`config.mk`:
```
export PLATFORM = sky130hd
export DESIGN_NAME = imem_loader
export DESIGN_NICKNAME = d
export VERILOG_FILES = /design/src/rtl/imem_loader.sv
export SDC_FILE = /design/constraint.sdc
export NUM_CORES = 1
export LEC_CHECK = 0
export BUFFER_PORTS_ARGS = -buffer_cell sky130_fd_sc_hd__buf_2
export CELL_PAD_IN_SITES_DETAIL_PLACEMENT = 1
export CELL_PAD_IN_SITES_GLOBAL_PLACEMENT = 2
export CORE_MARGIN = 5
export CORE_UTILIZATION = 36
export DETAILED_ROUTE_END_ITERATION = 8
export HOLD_SLACK_MARGIN = 0.15
export PLACE_DENSITY_LB_ADDON = 0.25
export SLEW_MARGIN = 20
export SYNTH_ARGS = -nofsm -noshare
export SYNTH_HDL_FRONTEND = slang
export SYNTH_SLANG_ARGS = --single-unit
```
`constraint.sdc`:
```
create_clock -name CLK -period 4.4 [get_ports CLK]
set_input_delay 0.66 -clock CLK [delete_from_list [all_inputs] [get_ports CLK]]
set_output_delay 0.66 -clock CLK [all_outputs]
set_load 0.01 [all_outputs]
```
`src/rtl/imem_loader.sv`:
```
// imem_loader: parses framed UART bytes (A5, count, data, checksum) into 32-bit
// instruction-memory writes, holding the core in reset until a frame checks out.
module imem_loader #(
  parameter int MEM_WORDS      = 64,
  parameter int TIMEOUT_CYCLES = 100000
) (
  input  logic        CLK,
  input  logic        RST,
  input  logic        rx_valid,
  input  logic [7:0]  rx_data,
  output logic        imem_we,
  output logic [31:0] imem_addr,
  output logic [31:0] imem_wd,
  output logic        core_hold,
  output logic        busy,
  output logic        done,
  output logic        err,
  output logic [6:0]  words_written
);

  localparam int CW = $clog2(MEM_WORDS + 1);
  localparam int TW = $clog2(TIMEOUT_CYCLES + 1);
  localparam logic [7:0] START_BYTE = 8'hA5;

  typedef enum logic [2:0] {IDLE, COUNT, DATA, CSUM, DONE, ERR} state_t;

  state_t        state_reg, state_next;
  logic [CW-1:0] count_reg, count_next;
  logic [CW-1:0] word_idx_reg, word_idx_next;
  logic [1:0]    byte_idx_reg, byte_idx_next;
  logic [31:0]   asm_reg, asm_next;
  logic [7:0]    csum_reg, csum_next;
  logic [TW-1:0] timer_reg, timer_next;
  logic          done_reg, done_next;
  logic          err_reg, err_next;
  logic          hold_reg, hold_next;
  logic [6:0]    ww_reg, ww_next;
  logic          we_reg, we_next;
  logic [31:0]   addr_reg, addr_next;
  logic [31:0]   wd_reg, wd_next;

  logic          lane_we;
  logic          timeout_hit;
  logic          count_ok;
  logic [7:0]    lane_byte [4];
  logic [31:0]   word_assembled;

  assign lane_we     = (state_reg == DATA) && rx_valid;
  assign timeout_hit = !rx_valid && (timer_reg == TW'(TIMEOUT_CYCLES - 1));
  assign count_ok    = (rx_data != 8'd0) && (int'({24'd0, rx_data}) <= MEM_WORDS);

  // Word as it stands including the byte arriving this cycle, so the 4th byte
  // can be written out without an extra cycle of latency.
  genvar gi;
  generate
    for (gi = 0; gi < 4; gi++) begin : g_lane
      assign lane_byte[gi] = (lane_we && byte_idx_reg == 2'(gi)) ? rx_data : asm_reg[8*gi +: 8];
    end
  endgenerate
  assign word_assembled = {lane_byte[3], lane_byte[2], lane_byte[1], lane_byte[0]};

  always_comb begin
    state_next    = state_reg;
    count_next    = count_reg;
    word_idx_next = word_idx_reg;
    byte_idx_next = byte_idx_reg;
    asm_next      = lane_we ? word_assembled : asm_reg;
    csum_next     = csum_reg;
    timer_next    = '0;
    done_next     = done_reg;
    err_next      = err_reg;
    hold_next     = hold_reg;
    ww_next       = ww_reg;
    we_next       = 1'b0;
    addr_next     = '0;
    wd_next       = '0;

    if (state_reg inside {COUNT, DATA, CSUM})
      timer_next = rx_valid ? '0 : timer_reg + TW'(1);

    case (state_reg)
      IDLE, DONE, ERR: begin
        if (rx_valid && rx_data == START_BYTE) begin
          state_next    = COUNT;
          done_next     = 1'b0;
          err_next      = 1'b0;
          ww_next       = '0;
          csum_next     = '0;
          byte_idx_next = '0;
          word_idx_next = '0;
          asm_next      = '0;
          hold_next     = 1'b1;
        end
      end
      COUNT: begin
        if (rx_valid) begin
          if (count_ok) begin
            count_next = CW'(rx_data);
            state_next = DATA;
          end else begin
            state_next = ERR;
            err_next   = 1'b1;
          end
        end else if (timeout_hit) begin
          state_next = ERR;
          err_next   = 1'b1;
        end
      end
      DATA: begin
        if (rx_valid) begin
          csum_next     = csum_reg ^ rx_data;
          byte_idx_next = byte_idx_reg + 2'd1;
          if (byte_idx_reg == 2'd3) begin
            we_next   = 1'b1;
            addr_next = 32'(word_idx_reg) << 2;
            wd_next   = word_assembled;
            ww_next   = ww_reg + 7'd1;
            if (word_idx_reg == count_reg - CW'(1))
              state_next = CSUM;
            else
              word_idx_next = word_idx_reg + CW'(1);
          end
        end else if (timeout_hit) begin
          state_next = ERR;
          err_next   = 1'b1;
        end
      end
      CSUM: begin
        if (rx_valid) begin
          if (rx_data == csum_reg) begin
            state_next = DONE;
            done_next  = 1'b1;
            hold_next  = 1'b0;
          end else begin
            state_next = ERR;
            err_next   = 1'b1;
          end
        end else if (timeout_hit) begin
          state_next = ERR;
          err_next   = 1'b1;
        end
      end
      default: state_next = IDLE;
    endcase
  end

  // Reset also drops any write pulse computed in the same cycle.
  always_ff @(posedge CLK) begin
    if (RST) begin
      state_reg    <= IDLE;
      count_reg    <= '0;
      word_idx_reg <= '0;
      byte_idx_reg <= '0;
      asm_reg      <= '0;
      csum_reg     <= '0;
      timer_reg    <= '0;
      done_reg     <= 1'b0;
      err_reg      <= 1'b0;
      hold_reg     <= 1'b0;
      ww_reg       <= '0;
      we_reg       <= 1'b0;
      addr_reg     <= '0;
      wd_reg       <= '0;
    end else begin
      state_reg    <= state_next;
      count_reg    <= count_next;
      word_idx_reg <= word_idx_next;
      byte_idx_reg <= byte_idx_next;
      asm_reg      <= asm_next;
      csum_reg     <= csum_next;
      timer_reg    <= timer_next;
      done_reg     <= done_next;
      err_reg      <= err_next;
      hold_reg     <= hold_next;
      ww_reg       <= ww_next;
      we_reg       <= we_next;
      addr_reg     <= addr_next;
      wd_reg       <= wd_next;
    end
  end

  assign imem_we       = we_reg;
  assign imem_addr     = addr_reg;
  assign imem_wd       = wd_reg;
  assign core_hold     = hold_reg;
  assign busy          = (state_reg == COUNT) || (state_reg == DATA) || (state_reg == CSUM);
  assign done          = done_reg;
  assign err           = err_reg;
  assign words_written = ww_reg;

endmodule
```
* Yosys cells after proc, flatten, opt, wreduce, memory -nomap -nowiden
Index checks and enable logic that the tools add are counted.
Word-level totals: flip-flop bits (word level) 151, output and inout bits 76
Cells by class: add/sub/neg operators 5, magnitude comparators 1, equal/unequal tests 23, muxes and demuxes 47, bitwise logic cells 5, reductions and logical operators 29
Operator list (count):
- 32-bit 2-to-1 mux | 3
- 8-bit 2-to-1 mux | 6
- 7-bit 2-to-1 mux | 6
- 7-bit case mux with 2 select lines | 2
- 3-bit 2-to-1 mux | 8
- 17-bit by 1-bit adder with 17-bit output, second input constant | 1
- 17-bit equality test, second input constant | 1
- 8-bit case mux with 2 select lines | 1
- 7-bit by 1-bit adder with 7-bit output, second input constant | 2
- 1-bit 2-to-1 mux | 14
- 2-bit != test, second input constant | 6
- 3-bit case mux with 4 select lines | 1
- 5-bit AND reduction | 2
- 3-bit AND reduction | 3
- 3-bit OR reduction | 3
- 8-bit equality test | 1
- 8-bit equality test, second input constant | 1
- 8-bit by 7-bit <= comparator with 1-bit output, second input constant | 1
- 1-bit logical AND | 8
- 4-bit AND reduction | 2
- 8-bit nonzero test | 1
- 8-bit bitwise XOR | 1
- 7-bit equality test | 1
- 7-bit by 1-bit subtractor with 7-bit output, second input constant | 1
- other kinds (22) | 34

* Logic depth before layout (Yosys ltp)
Gate-level depths: netlist of the first run.
depth after elaboration 7, depth in mapped cells 10, mapped depth without buffers 8

* Worst setup path before layout of the first run
No wires, ideal clock.
kind input to register, start input rx_data[3], end register word_idx_reg[6], arrival time 2.592 ns, data required time 4.330 ns, slack 1.739 ns, stages 7, cells stage by stage buf_4 or3_4 or4_4 o21ai_2 o311ai_2 or4_1 a21oi_1
Between the ends: cells in the longest elaborated chain, start to end 4
RTL lines:
- start, declared | line 10 | input logic [7:0] rx_data,
- 8-bit equality test | line 83 | if (rx_valid && rx_data == START_BYTE) begin
- 1-bit logical AND | line 83
- 2-bit != test (no source line)
- 5-bit AND reduction (no source line)
- end signal, assigned | line 167 | word_idx_reg <= word_idx_next;
- end, declared | line 29 | logic [CW-1:0] word_idx_reg, word_idx_next;
No other way between the ends. A chain may end at the register's enable or synchronous reset.

* Worst setup path in the final report of the first run
start register count_reg[0], end register word_idx_reg[3]
Between the ends: cells in the longest elaborated chain, start to end 4
RTL lines:
- start, declared | line 28 | logic [CW-1:0] count_reg, count_next;
- start signal, assigned | line 166 | count_reg <= count_next;
- 7-bit by 1-bit subtractor with 7-bit output | line 118 | if (word_idx_reg == count_reg - CW'(1))
- 7-bit equality test | line 118
- 2-bit != test (no source line)
- 5-bit AND reduction (no source line)
No other way between the ends.

==> out/qor.yml, run 1 <==
setup_path:
  worstSetupEndpointType: "register"
  r2r_cells: 8
  critical-path-top-delay-family: "compound AO/OA/AOI/OAI gates"
  arrival_ns: 3.06
  path_max_fanout: 14
  cp.depth: 8
  cp_slowest_cell: "o311ai_2"
  worstSetupStartpointType: "register"
  r2r_start: "count_reg[0]$_SDFFE_PP0P_"
  crit_end: "word_idx_reg[3]$_SDFFE_PP0P_"
  startpoint: "count_reg[0]$_SDFFE_PP0P_"
  worst-r2r-setup-slack_ns: 1.68
  worst-endpoint-required_ns: 4.74
  r2r-end: "word_idx_reg[3]$_SDFFE_PP0P_"
  crit_chain: "inv_1, ha_1, xor2_1, xnor2_1, nand4_1, o311ai_2, o21ai_0, a21oi_1"
  cpPeakStageDelay_ns: 0.77
  critical_path_class: "reg -> reg"
  path_buf_inv: 1
timing:
  drv_slew: 0
  relSlewSlack_pct: 45.92
  period_share_pct: 61.79
  tns_ns: 0
  setup_viol: 0
  setup_slack_ns: 1.681
  hold_viol: 0
  fmax_mhz: 367.8
  min_period_ns: 2.719
  holdWs_ns: 0.4567
  grt_setup_unrepaired: "false"
  tightest_slew_ns: 0.8099
  fin_skew_ns: 0.009843
synthesis:
  ys_ff_latch: 118
  syn_area_sq_um: 5001
  yosysWarnings: 0
  synth_edf_count: 0
  synth.distinct_cells: 54
  synth.avg_cell_area_sq_um: 9.027
  ys_async_sr_fraction_pct: 0
  synth_flop_cell: "dfxtp_1"
  synth-seq-area-share_pct: 47.24
  synthCells: 554
cells_and_area:
  fin_area_sq_um: 5914
  most-common-layout-cells: "dfxtp_1 (118), nor2_1 (101), buf_2 (61), mux2i_1 (31), nand2_1 (27)"
  nNetsFinal: 623
  largest_reg_flops: 32
  drive_gt1_share_pct: 17.02
  final_common_cell: "dfxtp_1"
  fillers: 1619
  num_antenna_cells: 0
  seq_area_sq_um: 2362
  syn2layout_area_growth_pct: 18.26
  multi_input_comb_area_sq_um: 2374
clocking:
  post_cts_buffers: 0
  cts_tree: "done"
  cts_buffers: 17
  cts_hold_repair.buffers: 0
  cts_sinks: 118
  cts_max_path_buffers: 2
  clockRootBuffer: "clkbuf_16"
  postCtsResizedCells: 0
  cts_max_level: 4
  worstSkewPairLatency_ns: 0.42
  path_clk_slew_ns: 0.05
pwr:
  peakVddDrop_mv: 0.3032
  intPower_mw: 1.983
  power_frac_clock_pct: 55.6
  p_seq_share_pct: 42.3
  p_total_mw: 2.531
  p_sw_share_pct: 21.62
  powerDensity_nw_per_um2: 427.9
  p_switching_mw: 0.5471
  p_comb_share_pct: 2.1
  p_leak_nw: 2.562
global_route:
  antenna_found_initial: 0
  gr-usage-all-layers_pct: 16.71
  grt_max_degree: 30
  grt_first_pass_wirelength_microns: 21180
  grt_pass1_vias: 4005
  overflow: 0
place:
  postPlaceCellArea_sq_um: 5315
  dpl_worst_slack_ns: 1.373
  port_buffers: 61
  globalplace.congestion: 0.7846
  place_hpwl_microns: 9313
flow_run:
  drv_cap: 0
die:
  die_height_microns: 127.9
  dieArea_sq_um: 16350
  start_util_pct: 36.31
  io_pins: 87
  rows: 43
  die_x_microns: 127.9
  core-area_sq_um: 13770
drt:
  via_count: 3974
  drt-wirelength-per-cell_microns: 16.65
  wl_microns: 13270
  final_antenna_net_count: 0
  initialDrtViolationCount: 174
  drt_pass1_iterations: 4
  route.detailed.drc: 0
  viasPerCell: 4.986
status:
  status: "finished, final reports clean"
min_path:
  min_delay_path_depth: 1
  hp-class: "reg -> reg"
worst register-to-register path, cell delays in order, from the launching register on:
cell and delay, ns:
dfxtp_1 0.52, inv_1 0.08, ha_1 0.28, xor2_1 0.18, xnor2_1 0.24, nand4_1 0.19, o311ai_2 0.77, o21ai_0 0.22
a21oi_1 0.16
through the flow:
step	utilization, %	instances
after CTS	42.94	797
after detailed placement	38.59	765
after global routing	42.94	797
after floorplan	-	578
final	42.94	797
after global placement	38.59	765
how the worst min path moves through the flow:
stage / from / slack, ns / end
final: timer_reg[0]$_SDFF_PP0_ / 0.46 / timer_reg[0]$_SDFF_PP0_
after detailed placement: timer_reg[0]$_SDFF_PP0_ / 0.45 / timer_reg[0]$_SDFF_PP0_
after global routing: timer_reg[0]$_SDFF_PP0_ / 0.50 / timer_reg[0]$_SDFF_PP0_
after CTS: timer_reg[0]$_SDFF_PP0_ / 0.46 / timer_reg[0]$_SDFF_PP0_
after global placement: timer_reg[0]$_SDFF_PP0_ / 0.45 / timer_reg[0]$_SDFF_PP0_
after floorplan: timer_reg[0]$_SDFF_PP0_ / 0.43 / timer_reg[0]$_SDFF_PP0_
power groups by stage:
stage | logic [mW] | registers, mW | clock network [mW]
5_1_grt | 0.0582 | 1.07 | 1.49
2_1_floorplan | 0.0540 | 1.09 | 0
6_report | 0.0537 | 1.07 | 1.41
3_3_place_gp | 0.0522 | 1.09 | 0
4_1_cts | 0.0530 | 1.07 | 1.44
3_5_place_dp | 0.0529 | 1.09 | 0
cells by family after synthesis:
group	count (synthesis)	share of synthesized area (%)
AND/OR/NAND/NOR	229	22.57
AO/OA/AOI/OAI	66	8.206
multiplexers	31	6.205
other	1	0.07498
flip-flops	118	47.24
XOR/XNOR	36	6.605
buffers and inverters	65	7.105
adder cells (fa/ha/maj)	8	2.002
Yosys cell counts (all sizes together), types with 3 or more instances:
cell type    n  area (sq um)
ha           8         100.1
or3         10         67.56
or2          3         18.77
a211oi       4         30.03
nand3       15         75.07
nand2       27         101.4
nand3b       9         67.56
xor2        21         183.9
nor3b        4         30.03
nor3        10         50.05
xnor2       14         122.6
nor4         8         50.05
a21oi       25         125.1
o21ai       20         103.9
and2        17         106.4
clkbuf      23         86.33
and3         9         57.56
nand4        4         25.02
nor2       101         379.1
inv          9         33.78
mux2i       31         310.3
buf         33         235.2
dfxtp      118          2362
area by class of cell:
class / instances / area share [%]
clock inverter: 12 / 2.581
tap: 180 / 3.808
timing repair buffer: 63 / 5.416
multi-input combinational: 395 / 40.13
clock buffer: 20 / 7.552
inverter: 9 / 0.5712
sequential: 118 / 39.94
metal layers:
layer / global-route usage (%) / vias up / routed length (microns)
met2: 27.11 / 97 / 6174
met5: 0 / - / 0
met3: 4.167 / 15 / 659
met1: 21.50 / 1936 / 6258
met4: 6.242 / 0 / 177
li1: - / 1926 / -
Power figures use the tool's default switching activity.
==> inputs of run 2 (changes only) <==
--- a/config.mk
+++ b/config.mk
@@ -9,7 +9,7 @@
 export CELL_PAD_IN_SITES_DETAIL_PLACEMENT = 1
 export CELL_PAD_IN_SITES_GLOBAL_PLACEMENT = 2
 export CORE_MARGIN = 5
-export CORE_UTILIZATION = 36
+export CORE_UTILIZATION = 34
 export DETAILED_ROUTE_END_ITERATION = 8
 export HOLD_SLACK_MARGIN = 0.15
 export PLACE_DENSITY_LB_ADDON = 0.25
==> constraint.sdc (replaced) <==
create_clock -name CLK -period 2.7 [get_ports CLK]
set_input_delay 0.405 -clock CLK [delete_from_list [all_inputs] [get_ports CLK]]
set_output_delay 0.405 -clock CLK [all_outputs]
set_load 0.01 [all_outputs]
==> out/qor.yml, run 2 (same netlist as run 1, synthesis figures left out) <==
timing:
  drv_slew: 0
  setup_viol: 0
  fin_skew_ns: 0.009421
  hold_viol: 0
  holdWs_ns: 0.3517
  relSlewSlack_pct: 52.96
  tns_ns: 0
  fmax_mhz: 414.6
  period_share_pct: 89.34
  grt_setup_unrepaired: "false"
  tightest_slew_ns: 0.7056
  min_period_ns: 2.412
clocking:
  cts_hold_repair.buffers: 0
  cts_tree: "done"
  worstSkewPairLatency_ns: 0.42
  cts_buffers: 17
  cts_sinks: 118
  post_cts_buffers: 0
  clockRootBuffer: "clkbuf_16"
  path_clk_slew_ns: 0.05
  postCtsResizedCells: 0
  cts_max_path_buffers: 2
  cts_max_level: 4
global_route:
  gr-usage-all-layers_pct: 15.70
  grt_first_pass_wirelength_microns: 21880
  overflow: 0
  grt_max_degree: 28
  antenna_found_initial: 0
  grt_pass1_vias: 4153
cells_and_area:
  fin_cells: 815
  syn2layout_area_growth_pct: 20.07
  fin_area_sq_um: 6005
  most-common-layout-cells: "dfxtp_1 (118), nor2_1 (101), buf_2 (61), mux2i_1 (31), nand2_1 (27)"
  num_antenna_cells: 0
  final_common_cell: "dfxtp_1"
  drive_gt1_share_pct: 18.54
  nNetsFinal: 637
  largest_reg_flops: 32
drt:
  via_count: 3929
  viasPerCell: 4.821
  final_antenna_net_count: 0
  initialDrtViolationCount: 179
  drt_pass1_iterations: 4
  route.detailed.drc: 0
  wl_microns: 13240
  drt-wirelength-per-cell_microns: 16.25
setup_path:
  worst-endpoint-required_ns: 3.04
  r2r-end: "word_idx_reg[3]$_SDFFE_PP0P_"
  arrival_ns: 2.76
  r2r_start: "count_reg[1]$_SDFFE_PP0P_"
  worst-r2r-setup-slack_ns: 0.29
  startpoint: "count_reg[1]$_SDFFE_PP0P_"
  worstSetupStartpointType: "register"
  crit_end: "word_idx_reg[3]$_SDFFE_PP0P_"
  r2r_cells: 9
  path_max_fanout: 13
  worstSetupEndpointType: "register"
  critical_path_class: "reg -> reg"
die:
  die_height_microns: 131.3
  start_util_pct: 34.54
  rows: 44
  io_pins: 87
  die_x_microns: 131.3
  dieArea_sq_um: 17230
  core-area_sq_um: 14480
place:
  place_hpwl_microns: 9155
  postPlaceCellArea_sq_um: 5425
  globalplace.congestion: 0.8063
  port_buffers: 61
  placed_cells: 783
pwr:
  p_leak_nw: 2.626
  p_total_mw: 4.029
  powerDensity_nw_per_um2: 671.1
  peakVddDrop_mv: 0.3679
status:
  status: "finished, final reports clean"
flow_run:
  drv_cap: 0
min_path:
  hp-class: "in -> reg"
==> run 2: changes by cell type in the layout (fill, tap and decap cells not counted), sizes merged <==
cell and change:
inv -1, clkinv -1, bufinv -1, buf +14, clkinvlp -1, clkbuf +4
==> run 2: how the worst min path moves through the flow <==
stage	start	to	slack, ns	depth (start not counted)
3_3_place_gp	timer_reg[0]$_SDFF_PP0_	timer_reg[0]$_SDFF_PP0_	0.45	1
5_1_grt	RST	timer_reg[1]$_SDFF_PP0_	0.35	3
4_1_cts	RST	timer_reg[1]$_SDFF_PP0_	0.34	3
6_report	RST	timer_reg[1]$_SDFF_PP0_	0.35	3
3_5_place_dp	asm_reg[3]$_SDFF_PP0_	imem_wd[3]$_SDFF_PP0_	0.49	2
2_1_floorplan	timer_reg[0]$_SDFF_PP0_	timer_reg[0]$_SDFF_PP0_	0.43	1
==> run 2: worst max-delay path, cell delays in order, from the launching register on <==
cell	delay (ns)
dfxtp_1	0.45
inv_1	0.07
ha_1	0.26
xor3_1	0.22
o32ai_1	0.09
a211oi_1	0.41
o311ai_2	0.14
buf_4	0.21
or3_1	0.34
a21oi_1	0.14
==> run 2: final cells by class <==
type | count | area (sq um)
repair buffers | 77 | 425.4
fillers | 1694 | 8474
flip-flops and latches | 118 | 2362
clock inverters | 8 | 97.59
multi-input cells | 395 | 2374
clock buffers | 24 | 481.7
inverters | 9 | 33.78
well taps | 184 | 230.2
==> run 2: through the flow <==
step | utilization, % | worst slack (ns)
after floorplan | - | 0.2936
final | 41.47 | 0.2879
after CTS | 41.47 | 0.2810
after detailed placement | 37.47 | 0.1221
after global routing | 41.47 | 0.1220
after global placement | 37.47 | 0.1513
==> run 2: layer usage <==
| metal | GRT usage, % | routed length (microns) |
|---|---|---|
| met2 | 24.92 | 6049 |
| met1 | 19.94 | 6271 |
| met5 | 0 | 0 |
| met3 | 4.511 | 660 |
| met4 | 6.800 | 259 |
==> run 2: power breakdown <==
| group | switching (mW) | internal, mW | total (mW) |
|---|---|---|---|
| clock network | 0.760 | 1.42 | 2.18 |
| registers | 0.000558 | 1.74 | 1.74 |
| logic | 0.0760 | 0.0243 | 0.100 |
| total | 0.837 | 3.19 | 4.03 |
==> inputs of run 3 (changes only) <==
--- a/config.mk
+++ b/config.mk
@@ -13,6 +13,7 @@
 export DETAILED_ROUTE_END_ITERATION = 8
 export HOLD_SLACK_MARGIN = 0.15
 export PLACE_DENSITY_LB_ADDON = 0.25
+export SETUP_SLACK_MARGIN = 0.3
 export SLEW_MARGIN = 20
 export SYNTH_ARGS = -nofsm -noshare
 export SYNTH_HDL_FRONTEND = slang
==> out/qor.yml, run 3 (same netlist as run 1, synthesis figures left out) <==
drt:
  drt-wirelength-per-cell_microns: 16.13
  via_count: 4044
  route.detailed.drc: 0
  drt_pass1_iterations: 4
  initialDrtViolationCount: 221
  viasPerCell: 4.932
  final_antenna_net_count: 0
  wl_microns: 13230
global_route:
  grt_max_degree: 26
  overflow: 0
  grt_pass1_vias: 4155
  gr-usage-all-layers_pct: 15.69
  grt_first_pass_wirelength_microns: 22000
  antenna_found_initial: 0
clocking:
  cts_hold_repair.buffers: 0
  clockRootBuffer: "clkbuf_16"
  path_clk_slew_ns: 0.05
  cts_max_path_buffers: 2
  worstSkewPairLatency_ns: 0.41
  cts_sinks: 118
  cts_max_level: 4
  cts_buffers: 17
  cts_tree: "done"
setup_path:
  worst-r2r-setup-slack_ns: 0.40
  critical_path_class: "reg -> reg"
  worstSetupEndpointType: "register"
  worstSetupStartpointType: "register"
  arrival_ns: 2.64
  worst-endpoint-required_ns: 3.03
  r2r_start: "count_reg[3]$_SDFFE_PP0P_"
  path_max_fanout: 6
  r2r_cells: 7
  r2r-end: "word_idx_reg[3]$_SDFFE_PP0P_"
timing:
  tightest_slew_ns: 0.7294
  relSlewSlack_pct: 51.38
  grt_setup_unrepaired: "false"
  period_share_pct: 85.27
  setup_viol: 0
  holdWs_ns: 0.2924
  fmax_mhz: 434.4
  setup_slack_ns: 0.3978
  hold_viol: 0
  tns_ns: 0
  min_period_ns: 2.302
  drv_slew: 0
  fin_skew_ns: 0.009028
flow_run:
  drv_cap: 0
cells_and_area:
  nNetsFinal: 642
  post-route-util_pct: 42.26
  fin_area_sq_um: 6118
  fin_cells: 820
  fillers: 1668
  most-common-layout-cells: "dfxtp_1 (116), nor2_1 (101), buf_2 (61), mux2i_1 (31), nand2_1 (27)"
  final_common_cell: "dfxtp_1"
  drive_gt1_share_pct: 20.44
  syn2layout_area_growth_pct: 22.34
  largest_reg_flops: 32
  num_antenna_cells: 0
place:
  placed_cells: 787
  port_buffers: 61
  place_hpwl_microns: 9122
  postPlaceCellArea_sq_um: 5455
  globalplace.congestion: 0.7914
  dpl_worst_slack_ns: 0.06873
min_path:
  hp-class: "in -> reg"
  min_delay_path_depth: 2
  holdCritStartpoint: "RST"
  hold_end: "count_reg[1]$_SDFFE_PP0P_"
pwr:
  powerDensity_nw_per_um2: 674.3
  peakVddDrop_mv: 0.4433
  p_total_mw: 4.126
  p_leak_nw: 2.673
die:
  dieArea_sq_um: 17230
  rows: 44
  die_height_microns: 131.3
  start_util_pct: 34.54
  io_pins: 87
  core-area_sq_um: 14480
  die_x_microns: 131.3
status:
  status: "finished, final reports clean"
run 3: repair_timing:
item	4_1_cts	5_1_grt
pin swaps	1	1
endpoints found under the setup margin	6	7
gates resized for setup	3	8
buffers inserted	1	0
run 3: critical path, stage by stage, from the launching register on:
cell and delay, ns:
dfxtp_1 0.36, or3_1 0.39, o311ai_1 0.37, and3_1 0.29
o311ai_4 0.14, buf_4 0.18, or3_1 0.34, a21oi_1 0.15
run 3: worst max-delay path by stage:
| stage | startpoint | endpoint | slack [ns] | depth (start not counted) |
|---|---|---|---|---|
| after global placement | rx_data[1] | word_idx_reg[5]$_SDFFE_PP0P_ | 0.16 | 8 |
| after detailed placement | count_reg[0]$_SDFFE_PP0P_ | word_idx_reg[1]$_SDFFE_PP0P_ | 0.07 | 9 |
| final | count_reg[3]$_SDFFE_PP0P_ | word_idx_reg[3]$_SDFFE_PP0P_ | 0.40 | 7 |
| after global routing | count_reg[3]$_SDFFE_PP0P_ | word_idx_reg[3]$_SDFFE_PP0P_ | 0.28 | 7 |
| after floorplan | rx_data[3] | word_idx_reg[6]$_SDFFE_PP0P_ | 0.39 | 7 |
| after CTS | count_reg[1]$_SDFFE_PP0P_ | word_idx_reg[1]$_SDFFE_PP0P_ | 0.32 | 9 |
run 3: area by class of cell:
class	count	area [sq um]	share of cell area (%)
Clock buffer	24	481.7	7.873
Clock inverter	8	121.4	1.984
Inverter	9	33.78	0.5521
Multi-Input combinational cell	395	2424	39.61
Sequential cell	118	2365	38.65
Tap cell	184	230.2	3.763
Timing Repair Buffer	82	462.9	7.566
run 3: metal layers:
| metal | up-vias | GRT usage (%) | wire length (microns) |
|---|---|---|---|
| met5 | - | 0 | 0 |
| met4 | 0 | 4.514 | 159 |
| met3 | 13 | 4.817 | 513 |
| met2 | 80 | 24.94 | 6115 |
| met1 | 1981 | 20.63 | 6442 |
| li1 | 1970 | - | - |
run 3: report_power, final:
group | leakage [nW] | switching (mW) | total (mW) | internal (mW)
logic | 1.43 | 0.0768 | 0.103 | 0.0263
registers | 0.951 | 0.000582 | 1.74 | 1.74
clock network | 0.294 | 0.758 | 2.28 | 1.52
